[config.mk]
export PLATFORM = sky130hd
export DESIGN_NAME = rv32im_ctrl_decode
export DESIGN_NICKNAME = d
export VERILOG_FILES = /design/src/rtl/rv32_ctrl_pkg.sv /design/src/rtl/rv32_ctrl_comb.sv /design/src/rtl/rv32im_ctrl_decode.sv
export SDC_FILE = /design/constraint.sdc
export NUM_CORES = 1
export LEC_CHECK = 0
export CAP_MARGIN = 10
export CELL_PAD_IN_SITES_DETAIL_PLACEMENT = 1
export CELL_PAD_IN_SITES_GLOBAL_PLACEMENT = 1
export CORE_MARGIN = 4
export CORE_UTILIZATION = 27
export CTS_BUF_LIST = sky130_fd_sc_hd__clkbuf_4 sky130_fd_sc_hd__clkbuf_8 sky130_fd_sc_hd__clkbuf_16
export DETAILED_ROUTE_END_ITERATION = 10
export MAX_ROUTING_LAYER = met4
export PLACE_DENSITY = 0.79
export SETUP_SLACK_MARGIN = 0.15
export SLEW_MARGIN = 10
export SYNTH_ARGS = -nofsm -noshare
export SYNTH_HDL_FRONTEND = slang
export SYNTH_SLANG_ARGS = --single-unit
[constraint.sdc]
create_clock -name CLK -period 1.1 [get_ports CLK]
set_clock_uncertainty 0.05 [all_clocks]
set_input_delay 0.11 -clock CLK [delete_from_list [all_inputs] [get_ports CLK]]
set_output_delay 0.11 -clock CLK [all_outputs]
set_load 0.005 [all_outputs]
[src/rtl/rv32_ctrl_pkg.sv]
// rtl/rv32_ctrl_pkg.sv - opcode, FUNC7 and immediate-format constants for RV32IM decode
package rv32_ctrl_pkg;

    localparam logic [6:0] OP_R      = 7'b0110011;
    localparam logic [6:0] OP_LOAD   = 7'b0000011;
    localparam logic [6:0] OP_IMM    = 7'b0010011;
    localparam logic [6:0] OP_STORE  = 7'b0100011;
    localparam logic [6:0] OP_BRANCH = 7'b1100011;
    localparam logic [6:0] OP_LUI    = 7'b0110111;
    localparam logic [6:0] OP_AUIPC  = 7'b0010111;
    localparam logic [6:0] OP_JAL    = 7'b1101111;
    localparam logic [6:0] OP_JALR   = 7'b1100111;

    localparam logic [6:0] F7_BASE   = 7'b0000000;
    localparam logic [6:0] F7_ALT    = 7'b0100000;
    localparam logic [6:0] F7_MULDIV = 7'b0000001;

    localparam logic [2:0] IMM_I     = 3'b000;
    localparam logic [2:0] IMM_S     = 3'b001;
    localparam logic [2:0] IMM_B     = 3'b010;
    localparam logic [2:0] IMM_U     = 3'b011;
    localparam logic [2:0] IMM_J     = 3'b100;
    localparam logic [2:0] IMM_SHAMT = 3'b101;

    typedef struct packed {
        logic       write_en;
        logic       mem_write;
        logic       mem_read;
        logic       branch;
        logic       jump;
        logic       pc_select;
        logic       imm_select;
        logic       jal_select;
        logic       data_mem_select;
        logic [2:0] imm_pick;
    } ctrl_t;

endpackage

[src/rtl/rv32_ctrl_comb.sv]
// rtl/rv32_ctrl_comb.sv - combinational decode table with legality checks
module rv32_ctrl_comb
    import rv32_ctrl_pkg::*;
(
    input  logic [6:0] opcode,
    input  logic [2:0] func3,
    input  logic [6:0] func7,
    output ctrl_t      ctrl
);

    always_comb begin
        ctrl = '0;
        // Illegal encodings fall through with the all-zero default (bubble)
        case (opcode)
            OP_R: begin
                if (func7 == F7_BASE || func7 == F7_MULDIV ||
                    (func7 == F7_ALT && (func3 == 3'b000 || func3 == 3'b101)))
                    ctrl.write_en = 1'b1;
            end
            OP_LOAD: begin
                if (func3 != 3'b011 && func3 != 3'b110 && func3 != 3'b111) begin
                    ctrl.write_en        = 1'b1;
                    ctrl.mem_read        = 1'b1;
                    ctrl.imm_select      = 1'b1;
                    ctrl.data_mem_select = 1'b1;
                    ctrl.imm_pick        = IMM_I;
                end
            end
            OP_IMM: begin
                if ((func3 == 3'b001 && func7 == F7_BASE) ||
                    (func3 == 3'b101 && (func7 == F7_BASE || func7 == F7_ALT))) begin
                    ctrl.write_en   = 1'b1;
                    ctrl.imm_select = 1'b1;
                    ctrl.imm_pick   = IMM_SHAMT;
                end else if (func3 != 3'b001 && func3 != 3'b101) begin
                    ctrl.write_en   = 1'b1;
                    ctrl.imm_select = 1'b1;
                    ctrl.imm_pick   = IMM_I;
                end
            end
            OP_STORE: begin
                if (func3 == 3'b000 || func3 == 3'b001 || func3 == 3'b010) begin
                    ctrl.mem_write  = 1'b1;
                    ctrl.imm_select = 1'b1;
                    ctrl.imm_pick   = IMM_S;
                end
            end
            OP_BRANCH: begin
                if (func3 != 3'b010 && func3 != 3'b011) begin
                    ctrl.branch   = 1'b1;
                    ctrl.imm_pick = IMM_B;
                end
            end
            OP_LUI: begin
                ctrl.write_en   = 1'b1;
                ctrl.imm_select = 1'b1;
                ctrl.imm_pick   = IMM_U;
            end
            OP_AUIPC: begin
                ctrl.write_en   = 1'b1;
                ctrl.pc_select  = 1'b1;
                ctrl.imm_select = 1'b1;
                ctrl.imm_pick   = IMM_U;
            end
            OP_JAL: begin
                ctrl.write_en   = 1'b1;
                ctrl.jump       = 1'b1;
                ctrl.pc_select  = 1'b1;
                ctrl.imm_select = 1'b1;
                ctrl.jal_select = 1'b1;
                ctrl.imm_pick   = IMM_J;
            end
            OP_JALR: begin
                if (func3 == 3'b000) begin
                    ctrl.write_en   = 1'b1;
                    ctrl.jump       = 1'b1;
                    ctrl.imm_select = 1'b1;
                    ctrl.jal_select = 1'b1;
                    ctrl.imm_pick   = IMM_I;
                end
            end
            default: ctrl = '0;
        endcase
    end

endmodule

[src/rtl/rv32im_ctrl_decode.sv]
// rtl/rv32im_ctrl_decode.sv - ID-stage control decode registered onto the ID/EX boundary
module rv32im_ctrl_decode
    import rv32_ctrl_pkg::*;
(
    input  logic       CLK,
    input  logic       RESET,
    input  logic [6:0] OPCODE,
    input  logic [2:0] FUNC3,
    input  logic [6:0] FUNC7,
    output logic       WRITE_EN,
    output logic       MEM_WRITE,
    output logic       MEM_READ,
    output logic       BRANCH,
    output logic       JUMP,
    output logic       PC_SELECT,
    output logic       IMM_SELECT,
    output logic       JAL_SELECT,
    output logic       DATA_MEM_SELECT,
    output logic [2:0] IMM_PICK
);

    ctrl_t ctrl_next;
    ctrl_t ctrl_q;

    rv32_ctrl_comb u_comb (
        .opcode (OPCODE),
        .func3  (FUNC3),
        .func7  (FUNC7),
        .ctrl   (ctrl_next)
    );

    always_ff @(posedge CLK or negedge RESET) begin
        if (!RESET)
            ctrl_q <= '0;
        else
            ctrl_q <= ctrl_next;
    end

    assign WRITE_EN        = ctrl_q.write_en;
    assign MEM_WRITE       = ctrl_q.mem_write;
    assign MEM_READ        = ctrl_q.mem_read;
    assign BRANCH          = ctrl_q.branch;
    assign JUMP            = ctrl_q.jump;
    assign PC_SELECT       = ctrl_q.pc_select;
    assign IMM_SELECT      = ctrl_q.imm_select;
    assign JAL_SELECT      = ctrl_q.jal_select;
    assign DATA_MEM_SELECT = ctrl_q.data_mem_select;
    assign IMM_PICK        = ctrl_q.imm_pick;

endmodule

==> summary.txt <==
Power and ir drop
  • Overall Power: 0.000798 W
  • Leak pwr: 0.524 nW
  • Max VDD drop: 0.319 mV
  • PD cells: 777 nW/µm²

Worst setup path
  • Arr. time, crit path: 1.20 ns
  • Crit-path max cell delay: 0.53 ns
  • Capturing element type of the critical path: register
  • Levels on crit path: 5
  • Crit path max-delay family: simple AND/OR/NAND/NOR gates
  • Critical path class: input pin to register
  • Crit path buffers/inverters: 1
  • Slowest cell on the critical path: or4_4
  • CP Cell Sequence: buf_8 > nand2_4 > or4_4 > o311a_4 > o31ai_2
  • WP data required: 1.20 ns
  • Critical Path Fanout Max: 2
  • Nature of the critical path startpoint: input pin

Global routing
  • GRT Util Overall: 0.145
  • Vias in the first global route: 601
  • Pin count of the biggest net entering global routing: 11
  • Initial antenna violation count: 0
  • First-pass GRT wire length: 2.81 mm
  • Residual overflow from global routing: 0

STA
  • Hold WS: 0.0819 ns
  • Max Freq: 909 MHz
  • Final hold violations: 0
  • Final worst slack: -0.000566 ns
  • Slew Viols, Final: 0
  • Period utilization: 1.00
  • RSZ-0062 raised after global routing: true
  • Crit path time final: 1.10 ns
  • Worst-margin pin slew: 0.402 ns
  • Rel. slew slack: 0.731
  • Final setup viols: 1
  • Setup TNS: -0.000566 ns

Synth
  • Synth cell types: 25
  • Most used DFF post-synth: dfrtp_1
  • Yosys top cell area share: 0.489
  • Asr flop ratio synth: 1.00
  • Synth top cells by count: dfrtp_1 (10), nand2_1 (5)
  • EDFF count, synth: 0
  • Synth area leaders: dfrtp_1 (49%), nor4b_1 (5.1%), o31ai_1 (4.4%)
  • Post-synthesis instance total: 51
  • Total nets after synthesis: 70
  • Mapped cell area: 512 µm²
  • Area leader, netlist: dfrtp_1
  • Avg Inst Size Synth: 10.0 µm²
  • Most common cell in the netlist: dfrtp_1
  • Synth Register Bits: 10
  • Synth Warn #: 0
  • Seq/Total Area, Yosys: 0.489

Die
  • Die Wd: 51.5 µm
  • Die height: 51.5 µm
  • Initial core utilization: 0.290
  • Die ar.: 2660 µm²
  • Area of the core: 1760 µm²
  • Std-Cell Rows: 15
  • Ports: 31

Placed design
  • Final HPWL DP: 1.48 mm
  • GPL Wtd Cong: 0.680
  • I/O Buffers: 30
  • Post-placement cell count: 115
  • Area after DPL: 923 µm²

Detailed routing
  • Post-route ant nets: 0
  • Wire length per cell: 15.1 µm
  • Detail-routed via count per cell: 4.77
  • Total number of vias: 582
  • Drt total wl: 1.84 mm
  • Initial DRC count: 4
  • # DRC: 0
  • DRT Pass-1 Iters: 4

Cells and area
  • ANT cells: 0
  • Cell Count, Final, Fillers Out: 122
  • Area delta synth->final: 101%
  • Finished layout cell area: 1030 µm²
  • Share of cells above drive strength 1: 0.588
  • Layout net count: 118

Clocking
  • Post-CTS Hold Buffers: 0
  • H-tree Lvls: 1
  • CTS Buf Count: 3
  • CTS tree: built
  • Deepest clock path buffer count: 2
  • Root buffer cell: clkbuf_4
  • Clk slew on worst S/H paths: 0.05 ns
  • Clock sink count: 10

Run status
  • Status: complete, but fails checks
  • Failing checks: setup timing

Min path
  • Hold/Removal Path Class: input pin to register
  • Hold path cells: 3

Run
  • Max Cap Violations: 0
==> sequential cells by signal, indices dropped and copies added, names as in the netlist <==
name and count:
IMM_PICK 3, BRANCH 1, MEM_WRITE 1, IMM_SELECT 1, DATA_MEM_SELECT 1, PC_SELECT 1, JUMP 1, WRITE_EN 1
==> report_power, final <==
group | total [W] | switching, W | internal, W
sequential | 0.000373 | 0.00000101 | 0.000372
clock | 0.000223 | 0.0000987 | 0.000125
combinational | 0.000202 | 0.0000859 | 0.000116
total | 0.000798 | 0.000186 | 0.000613
==> cell usage in the layout (no fill, tap or decap), types with 2 or more instances in the layout <==
cell type         n
buf_2            14
buf_4            13
dfrtp_1          10
dlygate4sd2_1     5
nand2_1           4
buf_6             4
clkdlybuf4s15_2   4
inv_1             3
o31ai_2           3
clkbuf_4          3
clkdlybuf4s50_1   3
nor2_1            2
nor4b_4           2
nand3b_1          2
buf_8             2
==> repair_timing <==
action,in CTS,in global routing
cloned,0,0
setup buffers,4,0
endpoints found under the setup margin,22,8
pin swaps,12,6
resized for setup,103,12
==> path summary, 6_finish.rpt <==
check	end	slack (ns)	startpoint
max in group asynchronous	DATA_MEM_SELECT	0.61	RESET
setup / recovery	WRITE_EN	-0.0006	OPCODE[0]
min in group asynchronous	IMM_PICK[0]	0.11	RESET
hold / removal	BRANCH	0.08	OPCODE[3]
==> kinds of logic (layout without fill, tap and decap cells) <==
| logic type | count (synthesis) | after routing | share of synthesized area |
|---|---|---|---|
| buf+inv | 6 | 52 | 0.0611 |
| simple gates | 23 | 23 | 0.269 |
| compound gates | 12 | 12 | 0.181 |
| flops | 10 | 10 | 0.489 |
==> cell type report <==
type	instances	area (µm²)
clock buffer	3	22.5
fill	214	737
timing repair buffer	46	372
sequential	10	250
tap	25	31.3
inverter	3	11.3
multi-input combinational	35	340
==> metal layers <==
metal	wire, µm	up-vias	GRT usage
met5	0	-	-
met2	1040	19	0.278
met3	97	0	0.0201
li1	-	284	-
met4	0	0	0.0524
met1	708	279	0.150
==> metrics by stage <==
step                      setup slack, ns   util
after floorplan                    -0.193      -
after global routing              -0.0212  0.582
after global placement             -0.544  0.523
after CTS                        0.000807  0.543
final                           -0.000566  0.582
after detailed placement           -0.603  0.523
Power figures use the tool's default switching activity.
